[config.mk]
export PLATFORM = sky130hd
export DESIGN_NAME = neuron_mac_par
export DESIGN_NICKNAME = d
export VERILOG_FILES = /design/src/rtl/fnn_pkg.sv /design/src/rtl/Sig_ROM.sv /design/src/rtl/neuron_wmem.sv /design/src/rtl/neuron_mac_par.sv
export SDC_FILE = /design/constraint.sdc
export NUM_CORES = 2
export LEC_CHECK = 0
export ABC_AREA = 1
export CAP_MARGIN = 10
export CORE_MARGIN = 1.5
export CORE_UTILIZATION = 60
export CTS_CLUSTER_DIAMETER = 80
export DETAILED_ROUTE_END_ITERATION = 10
export GPL_TIMING_DRIVEN = 0
export HOLD_SLACK_MARGIN = 0.02
export PLACE_DENSITY = 0.78
export SYNTH_ARGS = -nofsm -noshare
export SYNTH_HDL_FRONTEND = slang
export SYNTH_SLANG_ARGS = --single-unit
[constraint.sdc]
create_clock -name clk -period 16.2 [get_ports clk]
set_input_delay 2.43 -clock clk [delete_from_list [all_inputs] [get_ports clk]]
set_output_delay 2.43 -clock clk [all_outputs]
set_load 0.05 [all_outputs]
[src/rtl/fnn_pkg.sv]
// Shared definitions for the feed-forward neuron blocks: FSM states,
// activation selectors and signed saturation helpers.
package fnn_pkg;

    typedef enum logic [2:0] {
        ST_IDLE,
        ST_ACCUM,
        ST_DRAIN,
        ST_BIAS,
        ST_ACT
    } state_e;

    localparam string ACT_RELU    = "relu";
    localparam string ACT_SIGMOID = "sigmoid";

    // Largest / smallest value of a w-bit two's-complement number, in 64 bits.
    function automatic logic signed [63:0] sat_max(input int unsigned w);
        return (64'sd1 <<< (w - 1)) - 64'sd1;
    endfunction

    function automatic logic signed [63:0] sat_min(input int unsigned w);
        return -(64'sd1 <<< (w - 1));
    endfunction

    function automatic logic signed [63:0] sat_clamp(input logic signed [63:0] v,
                                                     input int unsigned w);
        if (v > sat_max(w)) begin
            return sat_max(w);
        end
        if (v < sat_min(w)) begin
            return sat_min(w);
        end
        return v;
    endfunction

endpackage

[src/rtl/Sig_ROM.sv]
// Sigmoid lookup with registered output. Address is the top bits of a Q2.x
// sum; contents follow the linear-clamped approximation 0.5 + x/4.
module Sig_ROM #(
    parameter int IN_WIDTH   = 10,
    parameter int DATA_WIDTH = 16
) (
    input  logic                  clk,
    input  logic [IN_WIDTH-1:0]   x,
    output logic [DATA_WIDTH-1:0] out
);

    function automatic logic [DATA_WIDTH-1:0] sig_entry(input logic [IN_WIDTH-1:0] a);
        logic signed [63:0] v;
        v = (64'($signed(a)) <<< (DATA_WIDTH - 1)) >>> IN_WIDTH;
        v = v + (64'sd1 <<< (DATA_WIDTH - 2));
        if (v < 64'sd0) begin
            v = 64'sd0;
        end
        if (v > (64'sd1 <<< (DATA_WIDTH - 1)) - 64'sd1) begin
            v = (64'sd1 <<< (DATA_WIDTH - 1)) - 64'sd1;
        end
        return DATA_WIDTH'(v);
    endfunction

    always_ff @(posedge clk) begin
        out <= sig_entry(x);
    end

endmodule

[src/rtl/neuron_wmem.sv]
// Weight store: one lane-granular write port, one registered read port,
// each word holding one input beat worth of weights.
module neuron_wmem #(
    parameter int DATA_WIDTH = 16,
    parameter int LANES      = 2,
    parameter int DEPTH      = 15
) (
    input  logic                                      clk,
    input  logic                                      we_i,
    input  logic [((DEPTH > 1) ? $clog2(DEPTH) : 1)-1:0] waddr_i,
    input  logic [((LANES > 1) ? $clog2(LANES) : 1)-1:0] wlane_i,
    input  logic [DATA_WIDTH-1:0]                     wdata_i,
    input  logic                                      re_i,
    input  logic [((DEPTH > 1) ? $clog2(DEPTH) : 1)-1:0] raddr_i,
    output logic [LANES*DATA_WIDTH-1:0]               rdata_o
);

    logic [LANES*DATA_WIDTH-1:0] mem [DEPTH];
    logic [LANES*DATA_WIDTH-1:0] rdata_q;

    // NOTE: storage arrays and read data carry no reset; weights must survive
    // a reset of the control path, and nothing downstream trusts rdata_q
    // until a valid bit that is reset says so.
    always_ff @(posedge clk) begin
        if (we_i) begin
            mem[waddr_i][wlane_i*DATA_WIDTH +: DATA_WIDTH] <= wdata_i;
        end
        if (re_i) begin
            rdata_q <= mem[raddr_i];
        end
    end

    assign rdata_o = rdata_q;

endmodule

[src/rtl/neuron_mac_par.sv]
// Multi-lane multiply-accumulate neuron: weighted sum of streamed input beats,
// bias add and activation, every add saturating.
module neuron_mac_par
    import fnn_pkg::*;
#(
    parameter int    LAYER_NO     = 2,
    parameter int    NEURON_NO    = 0,
    parameter int    NUM_WEIGHT   = 30,
    parameter int    DATA_WIDTH   = 16,
    parameter int    LANES        = 2,
    parameter string ACT_TYPE     = "relu",
    parameter int    SIGMOID_SIZE = 10
) (
    input  logic                        clk,
    input  logic                        rst,
    input  logic [LANES*DATA_WIDTH-1:0] myinput,
    input  logic                        myinputValid,
    output logic                        in_ready,
    input  logic                        weightValid,
    input  logic                        biasValid,
    input  logic [31:0]                 weightValue,
    input  logic [31:0]                 biasValue,
    input  logic [31:0]                 config_layer_num,
    input  logic [31:0]                 config_neuron_num,
    output logic [DATA_WIDTH-1:0]       out,
    output logic                        outvalid
);

    localparam int ACC_W = 2 * DATA_WIDTH;
    localparam int NB    = NUM_WEIGHT / LANES;
    localparam int AW    = (NB > 1) ? $clog2(NB) : 1;
    localparam int LW    = (LANES > 1) ? $clog2(LANES) : 1;
    localparam int IW    = LANES * DATA_WIDTH;
    localparam bit IS_SIGMOID = (ACT_TYPE == ACT_SIGMOID);

    state_e                   state_q, state_d;
    logic                     drain_q, drain_d;
    logic [AW-1:0]            beat_q, beat_d;
    logic signed [ACC_W-1:0]  acc_q, acc_d;
    logic [AW-1:0]            wr_word_q, wr_word_d;
    logic [LW-1:0]            wr_lane_q, wr_lane_d;
    logic signed [DATA_WIDTH-1:0] bias_q, bias_d;
    logic [DATA_WIDTH-1:0]    out_q, out_d;
    logic                     outvalid_q, outvalid_d;

    logic                     s1_vld_q, s2_vld_q;
    logic [IW-1:0]            in_q;
    logic [IW-1:0]            w_rd;
    logic signed [ACC_W-1:0]  prod_q [LANES];
    logic signed [ACC_W-1:0]  prod_d [LANES];

    logic                     accept, last_beat, wt_hit, bias_hit;
    logic signed [ACC_W-1:0]  beat_sum, acc_beat, acc_bias;
    logic signed [63:0]       beat_wide;
    logic [DATA_WIDTH-1:0]    relu_val, rom_out;
    logic [SIGMOID_SIZE-1:0]  rom_addr;

    assign in_ready  = (state_q == ST_IDLE) || (state_q == ST_ACCUM);
    assign accept    = myinputValid && in_ready;
    assign last_beat = (beat_q == AW'(NB - 1));
    assign wt_hit    = weightValid && (config_layer_num == 32'(LAYER_NO))
                                   && (config_neuron_num == 32'(NEURON_NO));
    assign bias_hit  = biasValid && (config_layer_num == 32'(LAYER_NO))
                                 && (config_neuron_num == 32'(NEURON_NO));

    neuron_wmem #(
        .DATA_WIDTH (DATA_WIDTH),
        .LANES      (LANES),
        .DEPTH      (NB)
    ) u_wmem (
        .clk     (clk),
        .we_i    (wt_hit),
        .waddr_i (wr_word_q),
        .wlane_i (wr_lane_q),
        .wdata_i (weightValue[DATA_WIDTH-1:0]),
        .re_i    (accept),
        .raddr_i (beat_q),
        .rdata_o (w_rd)
    );

    function automatic logic signed [ACC_W-1:0] lane_mul(input logic signed [DATA_WIDTH-1:0] a,
                                                         input logic signed [DATA_WIDTH-1:0] b);
        return ACC_W'(a) * ACC_W'(b);
    endfunction

    // NOTE: combinational blocks use blocking '=' so later statements see
    // earlier results; every clocked register below uses '<=' only.
    always_comb begin
        for (int i = 0; i < LANES; i++) begin
            prod_d[i] = lane_mul(in_q[i*DATA_WIDTH +: DATA_WIDTH],
                                 w_rd[i*DATA_WIDTH +: DATA_WIDTH]);
        end
    end

    always_comb begin
        beat_wide = '0;
        for (int i = 0; i < LANES; i++) begin
            beat_wide = beat_wide + 64'(prod_q[i]);
        end
        beat_sum = ACC_W'(sat_clamp(beat_wide, ACC_W));
        acc_beat = ACC_W'(sat_clamp(64'(acc_q) + 64'(beat_sum), ACC_W));
        acc_bias = ACC_W'(sat_clamp(64'(acc_q) + (64'(bias_q) <<< (DATA_WIDTH - 1)), ACC_W));
    end

    // Q2.(2W-2) sum to Q1.(W-1): the bit just below the sign must be clear to fit.
    always_comb begin
        if (acc_q[ACC_W-1]) begin
            relu_val = '0;
        end else if (acc_q[ACC_W-2]) begin
            relu_val = {1'b0, {(DATA_WIDTH-1){1'b1}}};
        end else begin
            relu_val = acc_q[ACC_W-2 -: DATA_WIDTH];
        end
    end

    // The ROM is addressed from the biased sum during BIAS so its one-cycle
    // latency lands in ACT alongside the ReLU path.
    assign rom_addr = acc_bias[ACC_W-1 -: SIGMOID_SIZE];

    if (IS_SIGMOID) begin : g_sigmoid
        Sig_ROM #(
            .IN_WIDTH   (SIGMOID_SIZE),
            .DATA_WIDTH (DATA_WIDTH)
        ) u_sig_rom (
            .clk (clk),
            .x   (rom_addr),
            .out (rom_out)
        );
    end else begin : g_relu
        logic unused_rom_addr;
        assign unused_rom_addr = ^rom_addr;
        assign rom_out = '0;
    end

    logic unused_hi_bits;
    assign unused_hi_bits = ^{weightValue[31:DATA_WIDTH], biasValue[31:DATA_WIDTH]};

    // NOTE: every variable gets its hold value first, so no branch of the
    // case can leave one unassigned and infer a latch.
    always_comb begin
        state_d    = state_q;
        drain_d    = drain_q;
        beat_d     = beat_q;
        acc_d      = acc_q;
        out_d      = out_q;
        outvalid_d = 1'b0;

        if (s2_vld_q) begin
            acc_d = acc_beat;
        end

        unique case (state_q)
            ST_IDLE, ST_ACCUM: begin
                if (accept) begin
                    drain_d = 1'b0;
                    if (last_beat) begin
                        beat_d  = '0;
                        state_d = ST_DRAIN;
                    end else begin
                        beat_d  = beat_q + AW'(1);
                        state_d = ST_ACCUM;
                    end
                end
            end
            ST_DRAIN: begin
                drain_d = ~drain_q;
                if (drain_q) begin
                    state_d = ST_BIAS;
                end
            end
            ST_BIAS: begin
                acc_d   = acc_bias;
                state_d = ST_ACT;
            end
            ST_ACT: begin
                out_d      = IS_SIGMOID ? rom_out : relu_val;
                outvalid_d = 1'b1;
                acc_d      = '0;
                beat_d     = '0;
                state_d    = ST_IDLE;
            end
            default: state_d = ST_IDLE;
        endcase
    end

    always_comb begin
        wr_word_d = wr_word_q;
        wr_lane_d = wr_lane_q;
        bias_d    = bias_q;
        if (wt_hit) begin
            if (wr_lane_q == LW'(LANES - 1)) begin
                wr_lane_d = '0;
                wr_word_d = (wr_word_q == AW'(NB - 1)) ? '0 : wr_word_q + AW'(1);
            end else begin
                wr_lane_d = wr_lane_q + LW'(1);
            end
        end
        if (bias_hit) begin
            bias_d = biasValue[DATA_WIDTH-1:0];
        end
    end

    always_ff @(posedge clk) begin
        if (rst) begin
            state_q    <= ST_IDLE;
            drain_q    <= 1'b0;
            beat_q     <= '0;
            acc_q      <= '0;
            wr_word_q  <= '0;
            wr_lane_q  <= '0;
            bias_q     <= '0;
            out_q      <= '0;
            outvalid_q <= 1'b0;
            s1_vld_q   <= 1'b0;
            s2_vld_q   <= 1'b0;
        end else begin
            state_q    <= state_d;
            drain_q    <= drain_d;
            beat_q     <= beat_d;
            acc_q      <= acc_d;
            wr_word_q  <= wr_word_d;
            wr_lane_q  <= wr_lane_d;
            bias_q     <= bias_d;
            out_q      <= out_d;
            outvalid_q <= outvalid_d;
            s1_vld_q   <= accept;
            s2_vld_q   <= s1_vld_q;
        end
    end

    always_ff @(posedge clk) begin
        if (accept) begin
            in_q <= myinput;
        end
        if (s1_vld_q) begin
            prod_q <= prod_d;
        end
    end

    assign out      = out_q;
    assign outvalid = outvalid_q;

endmodule
==> impl_results.md <==
- Status: finished, final reports clean
- Netlist cell types: 52
- FP Rows: 107
- Crit path DAT: 7.42 ns
- Asr flop ratio synth: 0%
- Antenna diodes: 0
- Die width: 297 µm
- Slowest stage delay, CP: 0.62 ns
- Routed wire length: 145000 µm
- Core area: 0.0853 mm²
- Starting Density: 60.6%
- Final Hold Fails: 0
- Worst EP required: 16.59 ns
- Worst-path clk slew: 0.06 ns
- Port bufs: 148
- GRT Total Usage: 33.8%
- HPWL Detailed: 112000 µm
- Crit Path Max Fanout: 10
- Detailed-route vias per instance: 5.78
- Setup violators final: 0
- Tcrit/Tclk final: 43.4%
- Hold crit path type: reg2reg
- Clock root cell: clkbuf_16
- Hold_buf cts: 0
- Clk buf depth: 3
- WP buf/inv: 7
- Slowest cell on the critical path: clkbuf_1
- Cell family with most CP delay: adder cells
- Post-Syn Nets: 6462
- Drt wl/cell: 20.8 µm
- Post-CTS Setup Inserts: 0
- CTS tree: yes
- Synth Register Bits: 687
- Initial drt markers: 3891
- Routed vias: 40300
- Detailed Routing Iterations Pass 1: 6
- Initial antenna violation count: 2
- Num CTS Buffers: 76
- Cell Area, Synth: 0.0517 mm²
- Largest net degree at the start of global routing: 65
- Cells after Synth: 5523
- CP Launch Type: flop
- Measured slew at the worst slew-check pin: 1.27 ns
- Post-synth top flop: edfxtp_1
- CP cell instances: clkbuf_1, clkbuf_1, nand2_1, fa_1, inv_1, fa_1, inv_1, fa_1, inv_1, fa_1, inv_1, fa_1, inv_1, fa_1, ha_1, nand2_1, nor2_1, nand3_1, nand3_1, a21oi_1, o21bai_1, a21oi_1, xor2_1
- Max-slew headroom: 15.1%
- Total negative slack: 0 ns
- RePlAce Congestion: 0.981
- Final ANT Viol Nets: 0
- Resize count post-CTS: 0
- Sequential share of the synthesized area: 38.4%
- Reg2Reg Depth: 23
- Boundary pin count: 183
- Clk sink count: 687
- Nets: 6717
- Clock skew: 0.0541 ns
- GRT overflow: 0
- Die area: 0.0879 mm²
- EDFF count, synth: 608
- H-tree Lvls: 3
- Clk_lat worst skew: 0.66 ns
- Fin. max-slew vios: 0
- Crit path top cell by count: fa_1
- Crit. End Element: flop
- Worst Hold Path Cells: 2
- Critical Path Stages: 23
- First-pass GRT wire length: 223000 µm
- Fmax: 142 MHz
- Setup CP Type: reg2reg
- RSZ-0062 raised after global routing: false
- # DRC: 0
- Die span in y: 297 µm
- Syn avg cell area: 9.36 µm²
- Period minus WS final: 7.04 ns
- Number of global-route vias before repair: 40800
- P&R area growth vs syn: 11.5%
- Yosys warnings: 0
- Share of cells above drive strength 1: 4.97%
- MaxCap Viol Count: 0
## through the flow
| step | cell area [µm²] | hold slack [ns] | setup slack (ns) | std cells | util, % |
|---|---|---|---|---|---|
| after floorplan | 51700 | 0.437 | 10.45 | 5523 | - |
| after global placement | 54600 | 0.454 | 9.37 | 6815 | 64.0 |
| after detailed placement | 55100 | 0.452 | 9.36 | 6839 | 64.6 |
| after CTS | 57600 | 0.467 | 9.36 | 6970 | 67.5 |
| after global routing | 57600 | 0.485 | 8.96 | 6975 | 67.6 |
| final | 57600 | 0.462 | 9.16 | 6975 | 67.6 |
## registers in the layout, indices dropped and copies added, names as in the netlist, 4 cells and up
register	cells
u_wmem.mem	480
prod_q	64
acc_q	32
in_q	32
u_wmem.rdata_o	32
bias_q	16
out	15
beat_q	4
wr_word_q	4
## placed cells by master, fill, tap and decap left out, drive strengths merged, types with 3 or more instances in the layout
| cell | Yosys | routed |
|---|---|---|
| a21o | 7 | 7 |
| xnor2 | 64 | 64 |
| buf | 35 | 63 |
| a211oi | 17 | 17 |
| nand3 | 144 | 144 |
| clkinvlp | 0 | 6 |
| a21oi | 272 | 272 |
| a21boi | 3 | 3 |
| nand4 | 21 | 21 |
| or2 | 27 | 27 |
| edfxtp | 608 | 608 |
| clkbuf | 207 | 300 |
| fa | 527 | 527 |
| nor2 | 420 | 420 |
| nor4 | 27 | 27 |
| bufinv | 0 | 7 |
| clkdlybuf4s50 | 0 | 148 |
| nand2 | 1172 | 1172 |
| inv | 1017 | 1023 |
| dfxtp | 79 | 79 |
| a31oi | 6 | 6 |
| o221ai | 66 | 66 |
| o21a | 10 | 10 |
| nor3 | 23 | 23 |
| o21bai | 22 | 22 |
| ha | 247 | 247 |
| clkinv | 5 | 25 |
| o22ai | 33 | 33 |
| xor2 | 69 | 69 |
| o211ai | 31 | 31 |
| nand3b | 7 | 7 |
| o21ai | 348 | 348 |
## worst reg2reg max path, delay by kind of cell, from the launching register on
| kind | cells | cell delay [ns] |
|---|---|---|
| buffers and inverters | 7 | 1.46 |
| AND/OR/NAND/NOR | 5 | 0.70 |
| adder cells (fa/ha/maj) | 7 | 3.54 |
| flip-flops | 1 | 0.33 |
| AO/OA/AOI/OAI | 3 | 0.58 |
| XOR/XNOR | 1 | 0.18 |
## metal layers
metal / share of wire, % / track usage, % / vias to the layer above
li1: - / - / 18200
met1: 37 / 42.0 / 19300
met2: 48 / 55.8 / 2312
met3: 9.6 / 6.28 / 526
met4: 6.2 / 19.2 / 2
met5: 0.0090 / 0 / -
## cells in the mapped netlist (22+ instances only)
| master | number | area share, % |
|---|---|---|
| o21ai_0 | 323 | 3.1 |
| dfxtp_1 | 79 | 3.1 |
| nor4_1 | 27 | 0.33 |
| clkbuf_1 | 206 | 1.5 |
| nand3_1 | 131 | 1.3 |
| nand2_1 | 1156 | 8.4 |
| fa_1 | 527 | 20 |
| xor2_1 | 69 | 1.2 |
| edfxtp_1 | 608 | 35 |
| o21bai_1 | 22 | 0.32 |
| or2_2 | 27 | 0.33 |
| a21oi_1 | 269 | 2.6 |
| o211ai_1 | 31 | 0.45 |
| xnor2_1 | 64 | 1.1 |
| o221ai_1 | 66 | 1.1 |
| ha_1 | 247 | 6.0 |
| nor2_1 | 415 | 3.0 |
| o22ai_1 | 33 | 0.40 |
| inv_1 | 1004 | 7.3 |
## cell type report
cell class,count,area (µm²)
fill,6603,27600
multi-input combinational,3572,27100
sequential,687,19800
inverter,1022,3840
clock buffer,92,2040
timing repair buffer,177,1910
tap,1144,1430
buffer,242,996
clock inverter,39,495
## final timing paths
check                          startpoint                      to  slack, ns
max          u_wmem.rdata_o[20]$_DFFE_PP_    prod_q[31]$_DFFE_PP_       9.16
min                bias_q[9]$_SDFFE_PP0P_  bias_q[9]$_SDFFE_PP0P_       0.46
max reg2reg  u_wmem.rdata_o[20]$_DFFE_PP_    prod_q[31]$_DFFE_PP_       9.16
min reg2reg        bias_q[9]$_SDFFE_PP0P_  bias_q[9]$_SDFFE_PP0P_       0.46
## cells by family (layout without fill, tap and decap cells)
logic type / count (synthesis) / after routing / synth area share, %
flops: 687 / 687 / 38.4
xor+xnor: 133 / 133 / 2.25
compound gates: 819 / 819 / 9.10
simple gates: 1845 / 1845 / 14.5
other cells: 1 / 1 / 0.00726
buf+inv: 1264 / 1572 / 9.35
fa+ha+maj: 774 / 774 / 26.4
Power is left out: the tool's default activity adds up to more than one toggle a clock period on the data nets, which glitch-free logic cannot reach.
